$ cat src/rtl/cla_pkg.sv
// Shared constants and helpers for the chunked carry-lookahead adder.
// CHUNK is fixed here so every adder instance uses the same 4-bit CLA cell.
package cla_pkg;

    localparam int CHUNK = 4;

    // Legacy-compatible state encoding
    typedef logic [1:0] state_t;
    localparam state_t IDLE = 2'd0;
    localparam state_t RUN  = 2'd1;
    localparam state_t DONE = 2'd2;

    function automatic int chunk_count(input int width);
        return width / CHUNK;
    endfunction

endpackage

$ cat src/rtl/cla4_block.sv
// Combinational 4-bit carry-lookahead slice.
// Every carry is a flat sum of products of p/g/c0, so nothing ripples through the slice.
module cla4_block (
    input  logic [3:0] x,
    input  logic [3:0] y,
    input  logic       c0,
    output logic [3:0] s,
    output logic       c4,
    output logic       c3,
    output logic       grp_p,
    output logic       grp_g
);

    logic [3:0] p;
    logic [3:0] g;
    logic       c1;
    logic       c2;

    assign p = x ^ y;
    assign g = x & y;

    assign c1 = g[0] | (p[0] & c0);
    assign c2 = g[1] | (p[1] & g[0]) | (p[1] & p[0] & c0);
    assign c3 = g[2] | (p[2] & g[1]) | (p[2] & p[1] & g[0]) | (p[2] & p[1] & p[0] & c0);

    assign grp_p = &p;
    assign grp_g = g[3] | (p[3] & g[2]) | (p[3] & p[2] & g[1]) | (p[3] & p[2] & p[1] & g[0]);
    assign c4    = grp_g | (grp_p & c0);

    assign s = p ^ {c3, c2, c1, c0};

endmodule

$ cat src/rtl/cla_seq_adder.sv
// Multi-cycle WIDTH-bit adder: one CLA4 slice processes a chunk per cycle,
// with the inter-chunk carry held in a register. Valid/ready on both sides.
module cla_seq_adder
    import cla_pkg::*;
#(
    parameter int WIDTH = 16
) (
    input  logic             clk,
    input  logic             rst_n,
    input  logic             in_valid,
    output logic             in_ready,
    input  logic [WIDTH-1:0] a,
    input  logic [WIDTH-1:0] b,
    input  logic             cin,
    output logic             out_valid,
    input  logic             out_ready,
    output logic [WIDTH-1:0] sum,
    output logic             cout,
    output logic             ovf
);

    localparam int N    = chunk_count(WIDTH);
    localparam int IDXW = (N > 1) ? $clog2(N) : 1;

    generate
        if ((WIDTH % CHUNK) != 0 || WIDTH < CHUNK) begin : g_bad_width
            $error("cla_seq_adder: WIDTH must be a non-zero multiple of CHUNK");
        end
    endgenerate

    state_t                     state_q;
    logic [IDXW-1:0]            idx_q;
    logic                       carry_q;
    logic [N-1:0][CHUNK-1:0]    a_q;
    logic [N-1:0][CHUNK-1:0]    b_q;
    logic [N-1:0][CHUNK-1:0]    sum_q;
    logic                       cout_q;
    logic                       ovf_q;

    logic [CHUNK-1:0]           x_c;
    logic [CHUNK-1:0]           y_c;
    logic [CHUNK-1:0]           s_c;
    logic                       c4_c;
    logic                       c3_c;
    logic                       unused_grp_p;
    logic                       unused_grp_g;
    logic                       last_chunk;

    // Chunk select by compare-and-mux keeps index widths exact for any N
    always_comb begin
        x_c = '0;
        y_c = '0;
        for (int i = 0; i < N; i++) begin
            if (idx_q == IDXW'(i)) begin
                x_c = a_q[i];
                y_c = b_q[i];
            end
        end
    end

    cla4_block u_cla4 (
        .x     (x_c),
        .y     (y_c),
        .c0    (carry_q),
        .s     (s_c),
        .c4    (c4_c),
        .c3    (c3_c),
        .grp_p (unused_grp_p),
        .grp_g (unused_grp_g)
    );

    assign last_chunk = (idx_q == IDXW'(N - 1));

    always_ff @(posedge clk) begin
        if (!rst_n) begin
            state_q <= IDLE;
            idx_q   <= '0;
            carry_q <= 1'b0;
            a_q     <= '0;
            b_q     <= '0;
            sum_q   <= '0;
            cout_q  <= 1'b0;
            ovf_q   <= 1'b0;
        end else begin
            case (state_q)
                IDLE: begin
                    if (in_valid) begin
                        a_q     <= a;
                        b_q     <= b;
                        carry_q <= cin;
                        idx_q   <= '0;
                        state_q <= RUN;
                    end
                end
                RUN: begin
                    for (int i = 0; i < N; i++) begin
                        if (idx_q == IDXW'(i)) sum_q[i] <= s_c;
                    end
                    carry_q <= c4_c;
                    idx_q   <= idx_q + 1'b1;
                    if (last_chunk) begin
                        cout_q  <= c4_c;
                        // carry into MSB vs carry out of MSB
                        ovf_q   <= c3_c ^ c4_c;
                        state_q <= DONE;
                    end
                end
                DONE: begin
                    if (out_ready) state_q <= IDLE;
                end
                default: state_q <= IDLE;
            endcase
        end
    end

    assign in_ready  = (state_q == IDLE);
    assign out_valid = (state_q == DONE);
    assign sum       = sum_q;
    assign cout      = cout_q;
    assign ovf       = ovf_q;

endmodule

$ cat config.mk
export PLATFORM = sky130hd
export DESIGN_NAME = cla_seq_adder
export DESIGN_NICKNAME = d
export VERILOG_FILES = /design/src/rtl/cla_pkg.sv /design/src/rtl/cla4_block.sv /design/src/rtl/cla_seq_adder.sv
export SDC_FILE = /design/constraint.sdc
export NUM_CORES = 1
export LEC_CHECK = 0
export BUFFER_PORTS_ARGS = -buffer_cell sky130_fd_sc_hd__clkbuf_2
export CAP_MARGIN = 20
export CELL_PAD_IN_SITES_DETAIL_PLACEMENT = 0
export CELL_PAD_IN_SITES_GLOBAL_PLACEMENT = 1
export CORE_MARGIN = 3
export CORE_UTILIZATION = 39
export CTS_BUF_LIST = sky130_fd_sc_hd__clkbuf_16
export CTS_CLUSTER_DIAMETER = 100
export CTS_CLUSTER_SIZE = 25
export DETAILED_ROUTE_END_ITERATION = 8
export HOLD_SLACK_MARGIN = 0.05
export PLACE_DENSITY_LB_ADDON = 0.08
export SLEW_MARGIN = 20
export SYNTH_ARGS = -nofsm -noshare
export SYNTH_HDL_FRONTEND = slang
export SYNTH_SLANG_ARGS = --single-unit
$ cat constraint.sdc
create_clock -name clk -period 3 [get_ports clk]
set_clock_uncertainty 0.15 [all_clocks]
set_input_delay 0.3 -clock clk [delete_from_list [all_inputs] [get_ports clk]]
set_output_delay 0.3 -clock clk [all_outputs]
set_load 0.03 [all_outputs]
==> After elaboration in Yosys (flattened, before gate mapping) <==
Cells that the tools add are included.
{ "classes": {"eq_ne": 8, "n_reduce_logical": 11, "n_mux": 16, "addsub": 1, "bitwise": 29} }
{ "ops": {"columns": ["operator", "n"], "rows": [
  ["4-bit 2-to-1 mux", 8],
  ["1-bit AND", 15],
  ["2-bit AND reduction", 6],
  ["1-bit bitwise OR", 10],
  ["2-bit 2-to-1 mux", 4],
  ["4-bit XOR", 2],
  ["2-bit == test, second input constant", 3],
  ["2-bit one-hot mux with 3 select lines", 1],
  ["4-bit AND", 1],
  ["2-bit by 1-bit == test with 1-bit output, second input constant", 2],
  ["2-bit logical NOT", 2],
  ["2-bit != test, second input constant", 2],
  ["2-bit one-hot mux with 2 select lines", 1],
  ["4-bit AND reduction", 1],
  ["3-bit AND reduction", 1],
  ["2-bit by 1-bit adder with 2-bit output, second input constant", 1],
  ["2-bit by 1-bit != test with 1-bit output, second input constant", 1],
  ["1-bit one-hot mux with 2 select lines", 1],
  ["2-bit nonzero test", 1],
  ["1-bit 2-to-1 mux", 1],
  ["1-bit XOR", 1]
]} }
{ "totals": {"register_bits": 55, "output_inout_bits": 20} }

==> Depth between registers and ports, before layout <==
{ "depth": {"word_depth": 12, "mapped_depth": 13} }

==> Modules after synthesis <==
From an unflattened synthesis, not the netlist that was laid out.
{ "hier_totals": {"cells_unflattened": 259, "hier_area_um2": 2697.6} }
{ "modules_own_cells": {"columns": ["module", "cells_per_inst", "seq_area_each_um2", "area_per_inst_um2", "n_inst"], "rows": [
  ["cla_seq_adder", 237, 1101.1, 2514.9, 1],
  ["cla4_block", 22, 0.0, 182.7, 1]
]} }

==> Worst setup path after synthesis <==
OpenSTA, ideal clock, no wires.
{ "synth_timing": {"path_kind": "reg2reg", "startpoint": "reg idx_q[0]", "endpoint": "reg cout_q (netlist: cout)", "path_slack_ps": 340, "path_stages_with_launch": 14, "arrival_ps": 2389, "path_buffers": 2, "synth_period_minus_slack_ps": 2660, "cell_sequence": "dfxtp_1 -> inv_1 -> ha_1 -> clkbuf_1 -> nand3b_1 -> a21oi_1 -> a21oi_1 -> o21ai_0 -> ha_1 -> a211o_1 -> a21oi_2 -> buf_4 -> nand2b_1 -> a31oi_1"} }
{ "synth_via": {"elab_chain_len": 11} }
{ "synth_rtl": {"columns": ["element", "line", "source"], "rows": [
  ["start: declaration", "cla_seq_adder.sv:32", "logic [IDXW-1:0] idx_q;"],
  ["start signal: assignment", "cla_seq_adder.sv:100", "idx_q <= idx_q + 1'b1;"],
  ["2-bit logical NOT", "cla_seq_adder.sv:54", "if (idx_q == IDXW'(i)) begin"],
  ["4-bit 2-to-1 mux (4 in a row)", "cla_seq_adder.sv:54", null],
  ["4-bit XOR or 4-bit AND (tied branches)", "cla4_block.sv:19, cla4_block.sv:20", null],
  ["1-bit AND", "cla4_block.sv:27", "assign grp_g = g[3] | (p[3] & g[2]) | (p[3] & p[2] & g[1]) | (p[3] & p[2] & p[1] & g[0]);"],
  ["1-bit bitwise OR or 1-bit AND (tied branches) (2 in a row)", "cla4_block.sv:27", null],
  ["1-bit bitwise OR", "cla4_block.sv:27", null],
  ["1-bit bitwise OR", "cla4_block.sv:28", "assign c4 = grp_g | (grp_p & c0);"],
  ["end signal: assignment", "cla_seq_adder.sv:82", "cout_q <= 1'b0;"],
  ["end signal: assignment", "cla_seq_adder.sv:102", "cout_q <= c4_c;"],
  ["end: declaration", "cla_seq_adder.sv:37", "logic cout_q;"]
]} }
Parallel ways exist; a longest one is shown, timed or not.
A chain may end at the register's enable or synchronous reset.

==> Worst setup path in the final report <==
Same ends and word-level chain as after synthesis.

==> metrics.txt <==
Critical Path RT=3.02 ns; flop2flop setup slack=0.29 ns; CP max FO=11; r2r worst-path depth=12; Syn Nets=365; ANT nets after route=0; Die Width=88 um; hold_sp=a[6]; Site Rows=29; post-synth top area share=0.420; unique cell type count in the Yosys netlist=39; CP Capture Type=register; GPL Wtd Cong=0.741; Detail Placement HPWL=4300 um; first-pass GRT wire length=10000 um; synthesis-to-finish area growth=17.6%; number of remaining DRC errors=0; global route total overflow=0; CTS root buf=clkbuf_16; WS Path Type=register to register; Worst EP arrival=2.74 ns; # IOs=57; final setup violating endpoints=0; Starting Density=0.408; CP startpoint kind=register; Final Hold Viols=0; largest net degree at the start of global routing=35; fin area=3080 um^2; cells after synthesis=319; RSZ-0062 raised after global routing=no; worst hold path depth=3; CTS tree=done; mapped cell area=2620 um^2; post-cts sizing count=0; Final Slew Violations=0; FMAX=0.368 GHz; die area=7740 um^2; Critical R2R Capture=cout; Chip Height=88 um; Pre-Repair DR Iteration Count=4; Worst R2R Start=idx_q[0]; total negative slack=0 ns; Avg Cell Area, Syn=8.22 um^2; relative slew slack=0.456; register bit total from synthesis=55; number of synthesized flops with an enable pin=0; PwrDens=529 nW/um^2; HP Class=input pin to register; number of synthesis warnings=0; Inserted Diodes=0; # hold bufs at CTS=0; Yosys top cell by area=dfxtp_1; Post-DP Area=2920 um^2; post-synthesis sequential area ratio=0.420; top_reg_cell synth=dfxtp_1; CTS clk-pin slew, worst paths=0.07 ns; Skew-Pair Late Insertion Delay=0.29 ns; DRT iter0 DRCs=82; Hold EP=a_q[6]; routed vias=2222; H-tree Lvls=2; ys async rst share=0; Layout Nets=411; initial antenna violation count=0; Total GRT Usage=0.166; Clock Path Buffers=2; IO buf count=56; routed length per instance=13.5 um; postcts setup bufs=0; Total Power=1630 uW; synth cell count leaders=nand2_1, dfxtp_1, a21boi_1; vias in the first global route=2122; Max Cap Viol=0; status=complete, no violations; layout cells sized above 1=0.208; core box area=6420 um^2; Via density=5.03; Final Cycle Share=0.905; worst slew pin tran=0.814 ns; filler cell count=685; CTS Buf Count=5; peak supply drop=0.276 mV; Sink Count=55; fin crit period=2.71 ns; Detailed Route WL=5970 um; LEAKAGE=0.00131 uW; count leader, synth=nand2_1; Synth area leaders=dfxtp_1, nand2_1, a21boi_1
## where the power goes
part | total, uW | switching [uW] | leakage, uW | internal, uW
clock | 635 | 249 | 0.0000811 | 386
combinational | 213 | 123 | 0.000776 | 90.0
sequential | 784 | 21.2 | 0.000449 | 763
total | 1630 | 393 | 0.00131 | 1240
## registers in the layout, summed over array words and instances (netlist names)
register	count
sum	16
state_q	2
idx_q	2
cout	1
b_q	16
a_q	16
ovf	1
carry_q	1
## area by class of cell
cell class	instances	area, um^2	share of cell area
inverters	5	18.8	0.00609
flip-flops and latches	55	1100	0.357
well taps	77	96.3	0.0312
repair buffers	64	340	0.110
clock inverters	2	33.8	0.0110
multi-input cells	234	1370	0.444
clock buffers	5	125	0.0406
## stage by stage
stage          setup WS, ns  hold slack [ns]  utilization  std cells
4_1_cts               0.109           0.0690        0.480        442
3_5_place_dp          0.127            0.298        0.455        435
6_report              0.286           0.0733        0.480        442
2_1_floorplan         0.340            0.285            -        319
5_1_grt              0.0351           0.0747        0.480        442
3_3_place_gp          0.211            0.297        0.455        435
## critical path: stages, from the launching register on
cell,delay [ns]
dfxtp_1,0.34
inv_1,0.11
ha_1,0.34
nand3b_1,0.11
a21oi_1,0.16
a21oi_1,0.06
o21ai_1,0.21
ha_1,0.28
a211o_1,0.32
a21oi_2,0.12
buf_4,0.17
nand2b_1,0.13
a31oi_1,0.08
## per-layer routing
metal | share of wire | track usage | up-vias
met4 | 0.0077 | 0.0488 | 0
met3 | 0.042 | 0.0310 | 5
met5 | 0 | 0 | -
met1 | 0.50 | 0.232 | 1013
met2 | 0.45 | 0.260 | 44
li1 | - | - | 1160
## layout by cell type (no fill, tap or decap), types with 6 or more instances in the layout
master	synthesis	final
ha_1	8	7
a21boi_1	30	30
nand3b_1	8	8
inv_1	5	6
dfxtp_1	55	55
buf_4	7	8
nor2b_1	8	8
clkbuf_2	0	56
nand2_1	101	101
o21ai_0	9	7
a21oi_1	17	17
## worst max path at each step
stage          slack (ns)      from      end
2_1_floorplan        0.34  idx_q[0]     cout
3_3_place_gp         0.21  idx_q[1]     cout
3_5_place_dp         0.13  idx_q[1]     cout
4_1_cts              0.11  idx_q[1]     cout
5_1_grt              0.04  idx_q[0]  carry_q
6_report             0.29  idx_q[0]     cout
## kinds of logic after synthesis
logic type,Yosys count,synth area share
buffers and inverters,30,0.0596
adder cells (fa/ha/maj),9,0.0458
multiplexers,5,0.0191
AO/OA/AOI/OAI,84,0.222
flip-flops,55,0.420
AND/OR/NAND/NOR,135,0.230
XOR/XNOR,1,0.00334
Note: power is estimated with default switching activity, not from simulation.
